--- config.mk ---
export PLATFORM = sky130hd
export DESIGN_NAME = enc_key_schedule_128_iter
export DESIGN_NICKNAME = d
export VERILOG_FILES = /design/src/rtl/swan_pkg.sv /design/src/rtl/enc_key_step_128.sv /design/src/rtl/enc_key_schedule_128_iter.sv
export SDC_FILE = /design/constraint.sdc
export NUM_CORES = 1
export LEC_CHECK = 0
export ABC_CLOCK_PERIOD_IN_PS = 10600
export CAP_MARGIN = 20
export CORE_UTILIZATION = 47
export CTS_CLUSTER_DIAMETER = 80
export CTS_CLUSTER_SIZE = 12
export DETAILED_ROUTE_END_ITERATION = 6
export GPL_TIMING_DRIVEN = 0
export PLACE_DENSITY = 0.84
export SLEW_MARGIN = 10
export SYNTH_ARGS = -nofsm -noshare
export SYNTH_HDL_FRONTEND = slang
export SYNTH_SLANG_ARGS = --single-unit
--- constraint.sdc ---
create_clock -name clk -period 10.6 [get_ports clk]
set_clock_uncertainty 0.2 [all_clocks]
set_input_delay 1.59 -clock clk [delete_from_list [all_inputs] [get_ports clk]]
set_output_delay 1.59 -clock clk [all_outputs]
set_load 0.02 [all_outputs]
--- src/rtl/swan_pkg.sv ---
// Shared SWAN64/128 constants and the key-schedule FSM state type.
// Imported by the encryption key schedule and its round-step datapath.
package swan_pkg;

   localparam logic [31:0] SWAN_DELTA0    = 32'h9e3779b9;
   localparam int          SWAN_PD        = 24;
   localparam int          SWAN_KEY_SIZE  = 128;
   localparam int          SWAN_SIDE_SIZE = 32;

   typedef enum logic [1:0] {
      IDLE = 2'd0,
      RUN  = 2'd1,
      DONE = 2'd2
   } state_t;

endpackage

--- src/rtl/enc_key_step_128.sv ---
// One forward SWAN64/128 key-schedule round: rotate the key right by PD,
// then add delta into its least significant word. That word is the round subkey.
module enc_key_step_128
   import swan_pkg::*;
#(
   parameter int PD = SWAN_PD
)(
   input  logic [SWAN_KEY_SIZE-1:0]  key,
   input  logic [SWAN_SIDE_SIZE-1:0] delta,
   output logic [SWAN_KEY_SIZE-1:0]  next_key,
   output logic [SWAN_SIDE_SIZE-1:0] sk
);

   logic [SWAN_KEY_SIZE-1:0] rot;

   // MSB-first {K[104:127], K[0:103]} is a plain rotate right in [127:0] order.
   assign rot      = {key[PD-1:0], key[SWAN_KEY_SIZE-1:PD]};
   assign next_key = {rot[SWAN_KEY_SIZE-1:SWAN_SIDE_SIZE],
                      rot[SWAN_SIDE_SIZE-1:0] + delta};
   assign sk       = next_key[SWAN_SIDE_SIZE-1:0];

endmodule

--- src/rtl/enc_key_schedule_128_iter.sv ---
// Iterative SWAN64/128 encryption key schedule: streams ROUNDS subkeys, one per
// accepted beat, then holds the final key/delta that seed the decryption schedule.
module enc_key_schedule_128_iter
   import swan_pkg::*;
#(
   parameter int                   KEY_SIZE  = SWAN_KEY_SIZE,
   parameter int                   SIDE_SIZE = SWAN_SIDE_SIZE,
   parameter int                   PD        = SWAN_PD,
   parameter logic [SIDE_SIZE-1:0] DELTA0    = SWAN_DELTA0,
   parameter int                   ROUNDS    = 64
)(
   input  logic                 clk,
   input  logic                 rst,
   input  logic                 start,
   output logic                 start_ready,
   input  logic [KEY_SIZE-1:0]  key_in,
   output logic [SIDE_SIZE-1:0] sk,
   output logic                 sk_valid,
   input  logic                 sk_ready,
   output logic [7:0]           sk_round,
   output logic                 done,
   output logic [KEY_SIZE-1:0]  final_key,
   output logic [SIDE_SIZE-1:0] final_delta,
   output state_t               state_dbg
);

   localparam logic [7:0] LAST_ROUND = 8'(ROUNDS);

   state_t               state;
   logic [KEY_SIZE-1:0]  key_q;
   logic [SIDE_SIZE-1:0] delta_q;

   logic [KEY_SIZE-1:0]  step_key;
   logic [KEY_SIZE-1:0]  step_next;
   logic [SIDE_SIZE-1:0] step_delta;
   logic [SIDE_SIZE-1:0] step_sk;

   // A load steps the incoming master key with DELTA0; a run beat steps the
   // held key with the next delta. Either way step_delta is the new delta.
   always_comb begin
      step_key   = key_q;
      step_delta = delta_q + DELTA0;
      if (state != RUN) begin
         step_key   = key_in;
         step_delta = DELTA0;
      end
   end

   enc_key_step_128 #(
      .PD (PD)
   ) u_step (
      .key      (step_key),
      .delta    (step_delta),
      .next_key (step_next),
      .sk       (step_sk)
   );

   // Handshakes: a transfer happens on a rising edge where valid and ready are
   // both high (start with start_ready, sk_valid with sk_ready); a producer
   // holds its payload stable until that edge.
   always_ff @(posedge clk or posedge rst) begin
      if (rst) begin
         state       <= IDLE;
         key_q       <= '0;
         delta_q     <= '0;
         sk          <= '0;
         sk_round    <= '0;
         sk_valid    <= 1'b0;
         start_ready <= 1'b1;
         done        <= 1'b0;
         final_key   <= '0;
         final_delta <= '0;
      end else begin
         case (state)
            IDLE, DONE: begin
               if (start) begin
                  key_q       <= step_next;
                  delta_q     <= step_delta;
                  sk          <= step_sk;
                  sk_round    <= 8'd1;
                  sk_valid    <= 1'b1;
                  start_ready <= 1'b0;
                  done        <= 1'b0;
                  state       <= RUN;
               end
            end
            RUN: begin
               if (sk_ready) begin
                  if (sk_round == LAST_ROUND) begin
                     sk_valid    <= 1'b0;
                     start_ready <= 1'b1;
                     done        <= 1'b1;
                     final_key   <= key_q;
                     final_delta <= delta_q;
                     state       <= DONE;
                  end else begin
                     key_q    <= step_next;
                     delta_q  <= step_delta;
                     sk       <= step_sk;
                     sk_round <= sk_round + 8'd1;
                  end
               end
            end
            default: begin
               sk_valid    <= 1'b0;
               start_ready <= 1'b1;
               done        <= 1'b0;
               state       <= IDLE;
            end
         endcase
      end
   end

   assign state_dbg = state;

endmodule
# After elaboration in Yosys (flattened, before gate mapping)
# Index checks and enable logic that the tools add are counted.
totals:
  output_inout_bits: 205
  reg_bits: 365
op_classes:
  n_reduce_logical: 6
  n_eq_ne: 8
  mux: 31
  n_addsub: 3
ops:
  columns: ["op", "n"]
  rows:
  - ["2-to-1 mux 128 bit", 4]
  - ["one-hot mux 128 bit (2 select lines)", 1]
  - ["2-to-1 mux 32 bit", 7]
  - ["one-hot mux 32 bit (2 select lines)", 2]
  - ["adder 32 bit", 1]
  - ["adder 32 bit, second input constant", 1]
  - ["2-to-1 mux 8 bit", 3]
  - ["one-hot mux 8 bit (2 select lines)", 1]
  - ["adder 8 x 1 -> 8 bit, second input constant", 1]
  - ["== test 8 x 7 -> 1 bit, second input constant", 1]
  - ["!= test 2 bit, second input constant", 4]
  - ["2-to-1 mux 1 bit", 6]
  - ["2-to-1 mux 2 bit", 3]
  - ["one-hot mux 1 bit (2 select lines)", 3]
  - ["AND reduction 3 bit", 2]
  - ["one-hot mux 2 bit (2 select lines)", 1]
  - ["AND reduction 4 bit", 1]
  - ["== test 2 x 1 -> 1 bit, second input constant", 1]
  - ["== test 2 bit, second input constant", 1]
  - ["logical NOT 2 bit", 1]
  - ["!= test 2 x 1 -> 1 bit, second input constant", 1]
  - ["nonzero test 2 bit", 1]
  - ["OR reduction 2 bit", 1]

# Longest topological paths before layout
# Gate-level depths: netlist of run 1.
depth:
  ltp_word: 6
  depth_mapped: 20
  depth_no_buf: 18

# Hierarchy
# Synthesis of run 1 repeated with hierarchy kept, for this count alone.
unflattened:
  cells_unflattened: 2162
  area_unflattened_um2: 19205.9
by_module_without_submodules:
  columns: ["module", "cells_per_inst", "n_inst", "seq_area_each_um2", "area_per_inst_um2"]
  rows:
  - ["enc_key_schedule_128_iter", 1791, 1, 9110.0, 16499.6]
  - ["enc_key_step_128", 371, 1, 0.0, 2706.3]

# Least setup slack after synthesis of run 1
# No wires, ideal clock.
synth_timing:
  path_type: "in2reg"
  start: "input key_in[24]"
  end: "register sk[30]"
  setup_slack_ps: 6199
  stages: 13
  arrival_time_ps: 4075
  cell_sequence: "nand2_1 > nand2_1 > ha_1 > fa_1 > a211oi_1 > o21a_1 > o21ai_1 > a21oi_2 > o22ai_2 > a221o_1 > a41oi_2 > a2111oi_0 > a221o_1"
synth_via:
  elab_chain_len: 5
  elab_cells_between_ends: 6
synth_lines:
  columns: ["item", "line", "text"]
  rows:
  - ["start: declaration", "enc_key_schedule_128_iter.sv:16", "input logic [KEY_SIZE-1:0] key_in,"]
  - ["2-to-1 mux 128 bit (*)", "enc_key_schedule_128_iter.sv:43", "if (state != RUN) begin"]
  - ["adder 32 bit (*)", "enc_key_step_128.sv:19", "rot[SWAN_SIDE_SIZE-1:0] + delta};"]
  - ["2-to-1 mux 32 bit", "enc_key_schedule_128_iter.sv:89", "if (sk_round == LAST_ROUND) begin"]
  - ["2-to-1 mux 32 bit", "enc_key_schedule_128_iter.sv:88", "if (sk_ready) begin"]
  - ["one-hot mux 32 bit (2 select lines) (*)", "enc_key_schedule_128_iter.sv:74", "case (state)"]
  - ["end signal: assignment", "enc_key_schedule_128_iter.sv:79", "sk <= step_sk;"]
  - ["end signal: assignment", "enc_key_schedule_128_iter.sv:99", "sk <= step_sk;"]
  - ["end: declaration", "enc_key_schedule_128_iter.sv:17", "output logic [SIDE_SIZE-1:0] sk,"]
# Mark *: on every way between the ends. The rest lies on a longest branch, timed or not. The select of a mux whose other input is x is not followed.
# A chain may end at the register's enable or synchronous reset.

# Worst setup path in the final report of run 1
layout_timing:
  start: "register state[0], in the netlist state_dbg[0]"
  end: "register sk[30]"
layout_via:
  elab_chain_len: 6
  elab_cells_between_ends: 17
layout_lines:
  columns: ["item", "line", "text"]
  rows:
  - ["start: declaration", "enc_key_schedule_128_iter.sv:29", "state_t state;"]
  - ["start signal: assignment", "enc_key_schedule_128_iter.sv:63", "state <= IDLE;"]
  - ["start signal: assignment", "enc_key_schedule_128_iter.sv:84", "state <= RUN;"]
  - ["start signal: assignment", "enc_key_schedule_128_iter.sv:95", "state <= DONE;"]
  - ["!= test 2 x 1 -> 1 bit (*)", "enc_key_schedule_128_iter.sv:43", null]
  - ["2-to-1 mux 32 bit (*)", "enc_key_schedule_128_iter.sv:43", null]
  - ["named net step_delta[8]", "enc_key_schedule_128_iter.sv:35", "logic [SIDE_SIZE-1:0] step_delta;"]
  - ["adder 32 bit (*)", "enc_key_step_128.sv:19", null]
  - ["2-to-1 mux 32 bit", "enc_key_schedule_128_iter.sv:89", null]
  - ["2-to-1 mux 32 bit", "enc_key_schedule_128_iter.sv:88", null]
  - ["one-hot mux 32 bit (2 select lines) (*)", "enc_key_schedule_128_iter.sv:74", null]
# Mark *: on every way through the listed nets, which the timed path passes. The rest lies on a longest branch. The select of a mux whose other input is x is not followed.

==> results by group, run 1 <==
GRT
  – Total track usage: 31.1%
  – Vias in the first global route: 13851
  – Largest net degree at the start of global routing: 40
  – Initial antenna violation count: 0
  – Total gr overflow: 0
  – Global-route wire length before repair: 82600 microns

Power and ir drop
  – Worst vdd ir: 0.169 mV
  – Static Leak: 9.52 nW
  – Pwr dens: 314 mW/mm^2
  – Power Total: 6.62 mW

Clock tree
  – CTS Hold Bufs: 0
  – H-tree levels: 1
  – CTS sink count: 332
  – Num CTS Buffers: 31
  – TritonCTS clock tree: done
  – Clock Path Buffers: 3
  – Latest clock arrival within the worst-skew pair: 0.57 ns
  – Clk root buf: clkbuf_16
  – Worst-path clk slew: 0.07 ns
  – Post-CTS sizing: 0
  – Setup Fix Bufs, Post-CTS: 0

Final layout
  – FILL cells: 2768
  – Area Overhead vs Synth: 30.8%
  – Register area: 0.00831 sq mm
  – Final Util: 62.7%
  – Share of cells above drive strength 1: 12.7%
  – Final std cells w/o fill: 2471
  – Footprint of the multi-input gates: 0.00713 sq mm
  – Final-stage net count: 2179
  – Ant diodes: 0

Yosys
  – Netlist cell types: 66
  – Post-Synth XOR/XNOR Area: 2.66%
  – Syn Area/Cell: 9.86 sq um
  – Async SR Flop Fraction: 100%
  – Main combinational cell family by area after synthesis: simple AND/OR/NAND/NOR gates
  – Ys flop type: dfrtp_1
  – Post-Synth Simple-Gate Area: 17.0%
  – Cells after synthesis: 1634
  – Syn_nets: 1801
  – Yosys Warn Count: 0
  – Mapped Area: 0.0161 sq mm
  – Complex-gate fraction of the synthesized area: 10.2%
  – Mux cell area share after synthesis: 11.5%
  – Post-synthesis sequential area ratio: 51.6%
  – Post-Synth Adder-Cell Area: 2.76%
  – Seq cells post-synth: 332
  – EDFF count, synth: 0

Detailed routing
  – Vias per inst: 5.71
  – WL per Instance: 22.3 microns
  – Initial DRC Count: 1261
  – DRC viols: 0
  – Post-Route WL: 55000 microns
  – Drt pass-1 iters: 5
  – Antenna Violating Nets Remaining: 0
  – Vias: 14114

Worst hold path
  – Worst hold stages: 2
  – Hold WC Path Type: register to register

Placement
  – RD Place Congestion: 0.950
  – Inst Count DP: 2427
  – Pre-CTS WS: 5.20 ns
  – Detailed Place HPWL: 42400 microns
  – # port buffers: 336

Floorplanning
  – Die width: 187 microns
  – Core Region: 0.0336 sq mm
  – Die ar.: 0.0350 sq mm
  – Die Ht: 187 microns
  – Cell Rows: 67
  – Top-Level Pins: 337
  – Initial Utilization: 47.9%

Timing
  – Slew headroom: 33.6%
  – Crit path time final: 5.55 ns
  – Final Hold Violating Endpoints: 0
  – Final period util: 52.4%
  – RSZ-0062 raised after global routing: no
  – Sum Neg Setup Slack: 0 ns
  – Worst slew pin tran: 0.987 ns
  – Final WS setup: 5.05 ns
  – Fmax: 180 MHz
  – Max-slew violation count: 0
  – Final setup fails: 0

Critical path
  – CP Capture Type: register
  – CP max FO: 10
  – Startpoint types: register
  – CP Data Required Time: 10.86 ns
  – Critical path arrival: 5.82 ns
  – Worst Reg2Reg Path Length in Cells: 15
  – WS Path Type: register to register

Run
  – Number of max-cap violations: 0

Run status
  – Outcome: completed
==> cells in the final DEF (no fill, tap or decap), types with 7 or more instances in the layout <==
master and count:
xnor2_1 26, xor2_1 23, a21oi_1 39, inv_1 14
a31oi_1 62, o21a_1 8, buf_12 9, clkdlybuf4s50_1 336
a21o_1 20, ha_1 34, o21bai_1 7, mux2_2 165
nor3_1 113, dfrtp_1 331, clkbuf_1 100, nor2_1 203
clkbuf_16 31, buf_4 33, o21ai_1 10, nand3_1 13
and3_1 8, nand2_1 277, nor2b_1 7, o21ai_0 57
o31ai_1 11
==> critical path: stages (launching register included) <==
cell and delay [ns]:
dfrtp_1 0.45, nor2b_1 0.28, clkbuf_1 0.67, clkbuf_1 0.64
buf_1 0.45, nand2_1 0.11, ha_1 0.42, and3_1 0.22
a221oi_1 0.27, o21ai_1 0.14, a21oi_2 0.22, o22ai_2 0.15
a221o_1 0.42, a41oi_2 0.32, a2111oi_0 0.16, a221o_1 0.31
==> logic make-up (layout without fill, tap and decap cells) <==
group,Yosys count,after routing
AOI/OAI and AO/OA,253,253
xor gates and xnor gates,49,49
adders and majority gates,35,35
buffers and inverters,146,535
DFF,332,332
muxes,165,165
and+or+nand+nor,654,654
==> per-stage QoR <==
step	instance area (sq um)	hold slack, ns
after floorplan	16100	0.281
after global placement	20000	0.268
after detailed placement	20200	0.271
after CTS	21100	0.286
after global routing	21100	0.316
final	21100	0.282
==> synth_stat cells (3+ instances only) <==
master      n  area, sq um
and3_1      8         50.1
nor3_1    114          571
o21ai_1    10         50.1
mux2_2    165         1860
o21bai_1    7         52.6
o21ai_0    57          285
a211oi_1    3         22.5
xnor2_1    26          228
a21oi_1    39          195
nor2b_1     7         43.8
xor2_1     23          201
nand2b_1    5         31.3
nor4_1      3         18.8
o211ai_1    6         45.0
or3_1       3         18.8
o21a_1      8         60.1
a21o_1     20          150
ha_1       34          425
o31ai_1    11         82.6
dfrtp_1   331         8280
buf_4      33          248
and2_1      5         31.3
nand3_1    13         65.1
nor2_1    203          762
a31oi_1    62          388
nand4_1     6         37.5
buf_1       6         22.5
clkbuf_1   89          334
nand2_1   277         1040
inv_1      15         56.3
==> where the power goes <==
part / total [mW] / internal [mW] / switching (mW)
combinational: 3.56 / 1.37 / 2.18
clock: 1.02 / 0.553 / 0.467
sequential: 2.04 / 1.60 / 0.440
==> metal layers <==
| metal | vias to the layer above | share of wire [%] | GRT usage (%) |
|---|---|---|---|
| met3 | 132 | 8.2 | 4.95 |
| met2 | 715 | 46 | 49.8 |
| li1 | 6335 | - | - |
| met5 | - | 0 | 0 |
| met1 | 6932 | 41 | 42.2 |
| met4 | 0 | 4.4 | 12.8 |
==> final timing paths <==
path	start	endpoint	slack [ns]
max	state_dbg[0]$_DFFE_PP0P_	sk[30]$_DFFE_PP0P_	5.05
min	final_delta[6]$_DFFE_PP0P_	final_delta[6]$_DFFE_PP0P_	0.28
max reg2reg	state_dbg[0]$_DFFE_PP0P_	sk[30]$_DFFE_PP0P_	5.05
min reg2reg	final_delta[6]$_DFFE_PP0P_	final_delta[6]$_DFFE_PP0P_	0.28
max in group asynchronous	rst	final_key[62]$_DFFE_PP0P_	7.87
min in group asynchronous	rst	delta_q[2]$_DFFE_PP0P_	1.22
==> registers in the layout, indices dropped and copies added, names as in the netlist <==
name / count
delta_q: 32
done: 1
final_delta: 32
final_key: 128
key_q: 97
sk: 31
sk_round: 8
sk_valid: 1
start_ready: 1
state_dbg: 1
==> layout make-up <==
| type | count | area share [%] |
|---|---|---|
| Timing Repair Buffer | 345 | 16.8 |
| Inverter | 15 | 0.285 |
| Sequential cell | 332 | 39.4 |
| Buffer | 131 | 2.97 |
| Clock buffer | 42 | 3.88 |
| Clock inverter | 2 | 0.184 |
| Multi-Input combinational cell | 1156 | 33.8 |
| Tap cell | 448 | 2.66 |
Power figures use the tool's default switching activity.
==> run 2, diff against run 1 <==
ABC_CLOCK_PERIOD_IN_PS = 4800   (was 10600)
clock period = 4.8 ns   (was 10.6 ns; I/O delays follow)
==> run 2 against run 1 <==
  * Critical endpoint unchanged
  * Wire length decreased by 0.24%
  * Sequential power increased by 120%
  * Cell count fell by 0.12%
  * Via count shrank 0.44%
  * Power rose by 120%
  * Global-route usage is essentially flat
==> results by group, run 2 (same netlist as run 1, synthesis figures left out) <==
Floorplanning
  – Initial Utilization: 47.9%
  – Core Region: 0.0336 sq mm
  – Top-Level Pins: 337
  – Die ar.: 0.0350 sq mm
  – Die Ht: 187 microns
  – Die width: 187 microns
  – Cell Rows: 67

Timing
  – Worst slew pin tran: 1.01 ns
  – Final period util: 97.5%
  – Crit path time final: 4.68 ns
  – Final setup fails: 0
  – Max-slew violation count: 0
  – Slew headroom: 32.6%
  – Final Hold Violating Endpoints: 0
  – Fmax: 214 MHz

Power and ir drop
  – Power Total: 14.7 mW
  – Static Leak: 9.55 nW
  – Worst vdd ir: 0.373 mV
  – Pwr dens: 694 mW/mm^2

Detailed routing
  – Drt pass-1 iters: 5
  – Antenna Violating Nets Remaining: 0
  – Vias: 14052
  – WL per Instance: 22.2 microns
  – Vias per inst: 5.69
  – Initial DRC Count: 1300
  – DRC viols: 0
  – Post-Route WL: 54900 microns

Final layout
  – Area Overhead vs Synth: 31.3%
  – Register area: 0.00831 sq mm
  – Biggest regs: final_key x128, key_q x97
  – Reg with most FFs: final_key
  – FILL cells: 2762
  – Commonest non-fill, non-tap cell in the layout: clkdlybuf4s50_1
  – Footprint of the multi-input gates: 0.00719 sq mm
  – Most used cells in the layout excluding fill and tap cells: clkdlybuf4s50_1 (336), dfrtp_1 (330), nand2_1 (277)
  – Share of cells above drive strength 1: 13.7%
  – Final-stage net count: 2176
  – Max reg flops: 128
  – Ant diodes: 0
  – Final Util: 62.9%

Worst hold path
  – Worst hold stages: 2
  – Hold WC Path Type: register to register

Clock tree
  – Clk root buf: clkbuf_16
  – Clock Path Buffers: 3
  – Latest clock arrival within the worst-skew pair: 0.57 ns
  – CTS sink count: 332
  – Setup Fix Bufs, Post-CTS: 0
  – TritonCTS clock tree: done
  – Num CTS Buffers: 31
  – Worst-path clk slew: 0.07 ns
  – H-tree levels: 1

Critical path
  – WS Path Type: register to register
  – Critical path arrival: 4.94 ns
  – CP Capture Type: register
  – Startpoint types: register
  – Worst Reg2Reg Path Length in Cells: 17
  – Worst-path cell chain: nor2b_2 > clkbuf_4 > clkbuf_4 > clkbuf_2 > nand2_1 > nand2_1 > ha_1 > fa_1 > a211oi_2 > o21a_1 > o21ai_1 > a21oi_2 > o22ai_2 > a221o_1 > a41oi_2 > a2111oi_0 > a221o_1
  – Max stage delay on crit path: 0.46 ns
  – CP Data Required Time: 5.06 ns
  – Slowest-stage cell, CP: fa_1
  – CP max FO: 10

Placement
  – Detailed Place HPWL: 42400 microns
  – # port buffers: 336
  – RD Place Congestion: 0.950

GRT
  – Initial antenna violation count: 0
  – Total gr overflow: 0
  – Total track usage: 31.1%
  – Global-route wire length before repair: 82600 microns
  – Largest net degree at the start of global routing: 40
  – Vias in the first global route: 13856

Run status
  – Outcome: completed

Run
  – Number of max-cap violations: 0
[run 2: cell count changes in the layout (fill, tap and decap cells not counted), moves of 2 or more]
cell,delta
clkbuf_1,-10
clkbuf_2,+5
nor2b_1,-2
nor2b_2,+2
buf_1,-3
clkbuf_4,+4
[run 2: area by class of cell]
type	count	share of cell area (%)
Timing Repair Buffer	345	16.8
Clock inverter	2	0.183
Multi-Input combinational cell	1156	34.0
Tap cell	448	2.65
Sequential cell	332	39.3
Clock buffer	42	3.86
Buffer	128	3.01
Inverter	15	0.284
[run 2: what timing repair did]
item / 4_1_cts / 5_1_grt
hold buffers: 0 / 0
pin swaps: 0 / 4
endpoints found under the setup margin: 13 / 9
gates resized for setup: 11 / 18
[run 2: worst max-delay path, delay by kind of cell (launching register included)]
family	cells	cell delay [ns]
compound gates	9	2.00
fa+ha+maj	2	0.72
buf+inv	3	0.76
flops	1	0.45
simple gates	3	0.43
[run 2: final timing paths]
kind	start	endpoint	slack, ns
max reg2reg	state_dbg[0]$_DFFE_PP0P_	sk[30]$_DFFE_PP0P_	0.12
min	final_delta[6]$_DFFE_PP0P_	final_delta[6]$_DFFE_PP0P_	0.28
max	state_dbg[0]$_DFFE_PP0P_	sk[30]$_DFFE_PP0P_	0.12
max in group asynchronous	rst	final_key[62]$_DFFE_PP0P_	2.94
min reg2reg	final_delta[6]$_DFFE_PP0P_	final_delta[6]$_DFFE_PP0P_	0.28
min in group asynchronous	rst	delta_q[5]$_DFFE_PP0P_	0.35
[run 2: power by group]
| group | total, mW | internal, mW | leakage [nW] | switching, mW |
|---|---|---|---|---|
| sequential | 4.51 | 3.54 | 4.19 | 0.971 |
| combinational | 7.93 | 3.07 | 4.94 | 4.85 |
| clock | 2.25 | 1.22 | 0.414 | 1.03 |
| total | 14.7 | 7.84 | 9.55 | 6.85 |
[run 2: layer usage]
layer / vias to the layer above / routed length (microns) / GRT usage [%]
met2: 704 / 25600 / 49.9
met3: 129 / 4540 / 5.01
met4: 0 / 2390 / 12.5
met5: - / 0 / 0
met1: 6901 / 22400 / 42.2
li1: 6318 / - / -
[run 2: metrics by stage]
| stage | TNS [ns] | instance area, sq um | worst slack [ns] | hold slack [ns] | cells |
|---|---|---|---|---|---|
| after global routing | -0.0150 | 21200 | -0.0150 | 0.316 | 2468 |
| after global placement | -872.44 | 20000 | -2.66 | 0.268 | 2418 |
| after detailed placement | -4.50 | 20200 | -0.602 | 0.271 | 2427 |
| after CTS | 0 | 21100 | 0.00528 | 0.286 | 2470 |
| after floorplan | -183.32 | 16100 | -0.554 | 0.281 | 1634 |
| final | 0 | 21200 | 0.120 | 0.285 | 2468 |
